`config.mk`:
```
export PLATFORM = sky130hd
export DESIGN_NAME = scpad_fill_sched
export DESIGN_NICKNAME = d
export VERILOG_FILES = /design/src/rtl/scpad_fill_sched.sv
export SDC_FILE = /design/constraint.sdc
export NUM_CORES = 1
export LEC_CHECK = 0
export BUFFER_PORTS_ARGS = -buffer_cell sky130_fd_sc_hd__buf_2
export CORE_MARGIN = 3
export CORE_UTILIZATION = 25
export CTS_BUF_LIST = sky130_fd_sc_hd__clkbuf_4 sky130_fd_sc_hd__clkbuf_8
export DETAILED_ROUTE_END_ITERATION = 7
export SETUP_SLACK_MARGIN = 0.4
export SYNTH_ARGS = -nofsm -noshare
export SYNTH_HDL_FRONTEND = slang
export SYNTH_SLANG_ARGS = --single-unit
export TNS_END_PERCENT = 1
```
`constraint.sdc`:
```
create_clock -name clk -period 3 [get_ports clk]
set_input_delay 0.75 -clock clk [delete_from_list [all_inputs] [get_ports clk]]
set_output_delay 0.75 -clock clk [all_outputs]
set_load 0.01 [all_outputs]
```
`src/rtl/scpad_fill_sched.sv`:
```
// rtl/scpad_fill_sched.sv - DRAM-to-scratchpad row fill scheduler with per-tag row context table.
// Optional build macro: SCPAD_FILL_PERF_EN adds request-stall and tag-full cycle counters.
module scpad_fill_sched #(
  parameter int ADDR_W      = 32,
  parameter int SPAD_ADDR_W = 10,
  parameter int XBAR_W      = 32,
  parameter int TAG_W       = 2,
  parameter int BEAT_BYTES  = 8
) (
  input  logic                   clk,
  input  logic                   n_rst,
  input  logic                   desc_valid,
  output logic                   desc_ready,
  input  logic [ADDR_W-1:0]      desc_dram_addr,
  input  logic [SPAD_ADDR_W-1:0] desc_spad_addr,
  input  logic [XBAR_W-1:0]      desc_xbar,
  input  logic [2:0]             desc_num_request,
  output logic                   dram_req_valid,
  input  logic                   dram_req_ready,
  output logic [ADDR_W-1:0]      dram_req_addr,
  output logic [TAG_W+2:0]       dram_req_id,
  input  logic                   dram_res_valid,
  input  logic [TAG_W+2:0]       dram_res_id,
  output logic [SPAD_ADDR_W-1:0] lat_spad_addr,
  output logic [XBAR_W-1:0]      lat_xbar,
  output logic [2:0]             lat_num_request,
  output logic                   row_done,
  output logic [TAG_W-1:0]       row_done_tag,
  output logic                   busy,
  output logic                   err_spurious
`ifdef SCPAD_FILL_PERF_EN
  ,
  output logic [31:0]            perf_req_stall,
  output logic [31:0]            perf_tag_full
`endif
);

  localparam int NUM_ROWS = 1 << TAG_W;

  typedef enum logic {IDLE, ISSUE} state_e;

  state_e                 state_q, state_d;
  logic [ADDR_W-1:0]      base_q, base_d;
  logic [TAG_W-1:0]       tag_q, tag_d;
  logic [2:0]             nreq_q, nreq_d;
  logic [2:0]             beat_q, beat_d;
  logic [NUM_ROWS-1:0]    valid_q, valid_d;
  logic [SPAD_ADDR_W-1:0] spad_q [NUM_ROWS];
  logic [SPAD_ADDR_W-1:0] spad_d [NUM_ROWS];
  logic [XBAR_W-1:0]      xbar_q [NUM_ROWS];
  logic [XBAR_W-1:0]      xbar_d [NUM_ROWS];
  logic [2:0]             tnreq_q [NUM_ROWS];
  logic [2:0]             tnreq_d [NUM_ROWS];
  logic [2:0]             rcv_q [NUM_ROWS];
  logic [2:0]             rcv_d [NUM_ROWS];
  logic                   row_done_q, row_done_d;
  logic [TAG_W-1:0]       row_done_tag_q, row_done_tag_d;
  logic                   err_q, err_d;

  logic                   free_found;
  logic [TAG_W-1:0]       free_tag;
  logic [TAG_W-1:0]       res_tag;
  logic                   res_hit;
  logic                   unused_res_beat;

  assign res_tag         = dram_res_id[TAG_W+2:3];
  assign res_hit         = dram_res_valid && valid_q[res_tag];
  assign unused_res_beat = ^dram_res_id[2:0];

  // Allocation sees only registered valid bits, so a tag freed this cycle is not reused until next.
  always_comb begin
    free_found = 1'b0;
    free_tag   = '0;
    for (int i = NUM_ROWS - 1; i >= 0; i--) begin
      if (!valid_q[i]) begin
        free_found = 1'b1;
        free_tag   = TAG_W'(i);
      end
    end
  end

  always_comb begin
    state_d        = state_q;
    base_d         = base_q;
    tag_d          = tag_q;
    nreq_d         = nreq_q;
    beat_d         = beat_q;
    valid_d        = valid_q;
    spad_d         = spad_q;
    xbar_d         = xbar_q;
    tnreq_d        = tnreq_q;
    rcv_d          = rcv_q;
    row_done_d     = 1'b0;
    row_done_tag_d = '0;
    err_d          = err_q;
    desc_ready     = 1'b0;
    dram_req_valid = 1'b0;
    dram_req_addr  = '0;
    dram_req_id    = '0;

    if (dram_res_valid) begin
      if (valid_q[res_tag]) begin
        rcv_d[res_tag] = rcv_q[res_tag] + 3'd1;
        if (rcv_q[res_tag] == tnreq_q[res_tag]) begin
          valid_d[res_tag] = 1'b0;
          row_done_d       = 1'b1;
          row_done_tag_d   = res_tag;
        end
      end else begin
        err_d = 1'b1;
      end
    end

    case (state_q)
      IDLE: begin
        desc_ready = desc_valid && free_found;
        if (desc_ready) begin
          valid_d[free_tag] = 1'b1;
          spad_d[free_tag]  = desc_spad_addr;
          xbar_d[free_tag]  = desc_xbar;
          tnreq_d[free_tag] = desc_num_request;
          rcv_d[free_tag]   = 3'd0;
          base_d            = desc_dram_addr;
          tag_d             = free_tag;
          nreq_d            = desc_num_request;
          beat_d            = 3'd0;
          state_d           = ISSUE;
        end
      end
      ISSUE: begin
        dram_req_valid = 1'b1;
        dram_req_addr  = base_q + ADDR_W'(beat_q) * ADDR_W'(BEAT_BYTES);
        dram_req_id    = {tag_q, beat_q};
        if (dram_req_ready) begin
          if (beat_q == nreq_q) state_d = IDLE;
          else                  beat_d  = beat_q + 3'd1;
        end
      end
      default: state_d = IDLE;
    endcase
  end

  always_comb begin
    lat_spad_addr   = '0;
    lat_xbar        = '0;
    lat_num_request = '0;
    if (res_hit) begin
      lat_spad_addr   = spad_q[res_tag];
      lat_xbar        = xbar_q[res_tag];
      lat_num_request = tnreq_q[res_tag];
    end
  end

  always_ff @(posedge clk or negedge n_rst) begin
    if (!n_rst) begin
      state_q        <= IDLE;
      base_q         <= '0;
      tag_q          <= '0;
      nreq_q         <= '0;
      beat_q         <= '0;
      valid_q        <= '0;
      row_done_q     <= 1'b0;
      row_done_tag_q <= '0;
      err_q          <= 1'b0;
      for (int i = 0; i < NUM_ROWS; i++) begin
        spad_q[i]  <= '0;
        xbar_q[i]  <= '0;
        tnreq_q[i] <= '0;
        rcv_q[i]   <= '0;
      end
    end else begin
      state_q        <= state_d;
      base_q         <= base_d;
      tag_q          <= tag_d;
      nreq_q         <= nreq_d;
      beat_q         <= beat_d;
      valid_q        <= valid_d;
      row_done_q     <= row_done_d;
      row_done_tag_q <= row_done_tag_d;
      err_q          <= err_d;
      spad_q         <= spad_d;
      xbar_q         <= xbar_d;
      tnreq_q        <= tnreq_d;
      rcv_q          <= rcv_d;
    end
  end

  assign row_done     = row_done_q;
  assign row_done_tag = row_done_tag_q;
  assign err_spurious = err_q;
  assign busy         = (state_q != IDLE) || (|valid_q);

`ifdef SCPAD_FILL_PERF_EN
  logic [31:0] stall_q, stall_d, full_q, full_d;

  always_comb begin
    stall_d = stall_q;
    full_d  = full_q;
    if (dram_req_valid && !dram_req_ready && (stall_q != '1)) stall_d = stall_q + 32'd1;
    if (desc_valid && !free_found && (full_q != '1))          full_d  = full_q + 32'd1;
  end

  always_ff @(posedge clk or negedge n_rst) begin
    if (!n_rst) begin
      stall_q <= '0;
      full_q  <= '0;
    end else begin
      stall_q <= stall_d;
      full_q  <= full_d;
    end
  end

  assign perf_req_stall = stall_q;
  assign perf_tag_full  = full_q;
`endif

endmodule

```
==> results.toml <==
[placement]
place_hpwl_mm = 19.4
pre_cts_ws_ps = 11.5
gp_congestion = 0.754
post_dp_cell_area_sq_um = 13400
port_buffers = 172

[logic_synthesis]
synth_warnings = 0
synth.distinct_cells = 46
synth_seq_cells = 241
async_reset_ff_share_pct = 100
syn_nets = 928
synthesis.instances = 835
syn_area_sq_um = 11500
yosysTopAreaCellShare_pct = 52.3
ys_seq_area_share_pct = 52.3
synth.most_common_cell = "dfrtp_1"
synth_commonest_cells = "dfrtp_1 (241), mux2_2 (211), mux4_2 (49)"
synthFlopType = "dfrtp_1"
synth_edf_count = 0
synth_top_cell_by_area = "dfrtp_1"
synth_area_per_cell_sq_um = 13.8
synth_area_leaders = "dfrtp_1 (52%), mux2_2 (21%), mux4_2 (9.6%), and3_1 (2.6%), buf_2 (1.3%)"

[layout]
fin_area_sq_um = 14500
diodes = 0
layout-drive-gt1-share_pct = 54.7
syn_to_final_growth_pct = 25.6
final_net_count = 1129

[timing]
finClkSkew_ps = 12.8
post-route-period-util_pct = 117
max-slew-margin-rel_pct = 62.6
hold_ws_ps = 93.2
drv_slew = 0
fmax_mhz = 285
finalSetupViolCount = 24
tightest_slew_ps = 560
hold_viol_final = 0
rsz0062_at_grt = "true"
min_period_ps = 3510
fin_ws_ps = -511

[route]
drtPass1Iterations = 4
wl_mm = 31.3
wl_per_cell_um = 18.8
drtIter0Drc = 418
via_per_inst = 4.72
ant_nets = 0
drc = 0
num_vias = 7871

[global_route]
gr-total-overflow = 0
grt_antenna_before_repair = 0
grt_pass1_wl_mm = 48.4
grt_max_degree = 69
grt_usage_pct = 12.8
grt_pass1_vias = 8373

[pwr]
ir_drop_mv = 0.333
cellLeakagePower_uw = 0.00658
power.density_nw_per_um2 = 909

[floorplan]
core_sq_um = 45500
initial_core_util_pct = 25.3
rows = 78
die_area_sq_um = 48700
io_pins = 176
die_h_um = 221
die_w_um = 221

[clocking]
clock_latency_ps = 580
cts-root-buf = "clkbuf_8"
numCtsBuffers = 46
clock-sinks = 241
clockBufferDepth = 3
clkTransAtPathRegs_ps = 70
cts_tree = "yes"
htreeDepth = 2

[run]
drv_cap = 0

[worst_setup_path]
cp-start-kind = "register"
crit_family = "simple AND/OR/NAND/NOR gates"
crit_required_ps = 2250
path_cells = "ha_2 > inv_1 > fa_2 > nor2b_4 > o2111ai_2 > or4_1 > a21oi_1 > buf_2"
critical_path_arrival_ps = 2760
path_max_fanout = 6
critPathKind = "register to primary output"
end_kind = "primary output"
critPathMaxStageDelay_ps = 460
crit_buf_inv = 2
cp_slowest_cell = "or4_1"

[outcome]
status = "finished, violations left"
failed_checks = "negative setup slack"

[worst_hold_path]
hp-class = "primary input to async pin"
[final cells by class]
class                   count  area (sq um)
fillers                  4605         31000
flip-flops and latches    241          6030
multi-input cells         522          5320
repair buffers            211          1340
clock buffers              69           868
well taps                 600           751
clock inverters            10           111
inverters                  14          58.8
[cell usage in the layout, fill, tap and decap left out, types with 5 or more instances in the layout]
cell	count
dfrtp_1	238
mux2_2	211
buf_2	169
clkbuf_8	56
mux4_2	49
and3_1	38
buf_4	25
nor2_1	22
nand2_1	21
a21oi_1	19
o31ai_1	14
or4_1	13
nand3_1	13
o21ai_0	13
clkbuf_4	13
buf_12	13
inv_1	12
and2_1	11
xor2_1	10
and3_4	9
nand4_1	6
mux2i_1	6
xnor2_1	6
or3_1	5
[repair_timing]
item                                    in CTS  in global routing
hold buffers                                 0                  0
cloned                                       1                  0
pin swaps                                   18                  2
gates resized for setup                     13                 11
endpoints found under the setup margin      76                 76
setup buffers                                3                  0
[power by group]
part	internal (uW)	switching, uW
sequential	4560	822
combinational	2390	1940
clock	2020	1440
[flip-flops by register name, summed over array words and instances, names as in the netlist]
register,cells
xbar_q,128
spad_q,40
base_q,32
rcv_q,12
tnreq_q,12
valid_q,4
beat_q,3
nreq_q,3
row_done_tag,2
tag_q,2
err_spurious,1
row_done,1
state_q,1
[metal layers]
metal	vias up	part of all wire (%)	track usage (%)
li1	3512	-	-
met1	4092	45	16.8
met2	219	48	20.6
met3	48	5.5	3.20
met4	0	2.0	4.29
met5	-	0	0
[path summary, 6_finish.rpt]
path	from	endpoint	slack, ps	cells past startpoint
worst max-delay path	beat_q[0]	dram_req_addr[25]	-510	8
worst min-delay path	n_rst	xbar_q[97]	90	1
worst max register to register	state_q	xbar_q[4]	900	5
worst min register to register	err_spurious	err_spurious	470	1
max in group asynchronous	n_rst	state_q	2040	2
min in group clk	desc_dram_addr[24]	base_q[24]	400	2
[stage by stage]
step                      instances  setup TNS, ps  power [uW]  utilization, %
final                          1667          -7450       13200            31.8
after global routing           1667         -12820       14100            31.8
after CTS                      1667         -10310       13400            31.8
after detailed placement       1584              0        9740            29.4
after global placement         1584              0        9550            29.4
after floorplan                 835              0        8110               -
[logic make-up (layout without fill, tap and decap cells)]
family          Yosys count  after routing  synth area share, %
xor+xnor                 16             16                 1.22
mux                     266            266                 30.7
flops                   241            241                 52.3
simple gates            167            167                 8.35
compound gates           66             67                 3.69
buf+inv                  73            304                 3.01
fa+ha+maj                 6              6                0.716
No activity file was read; power rests on OpenSTA's default activity.
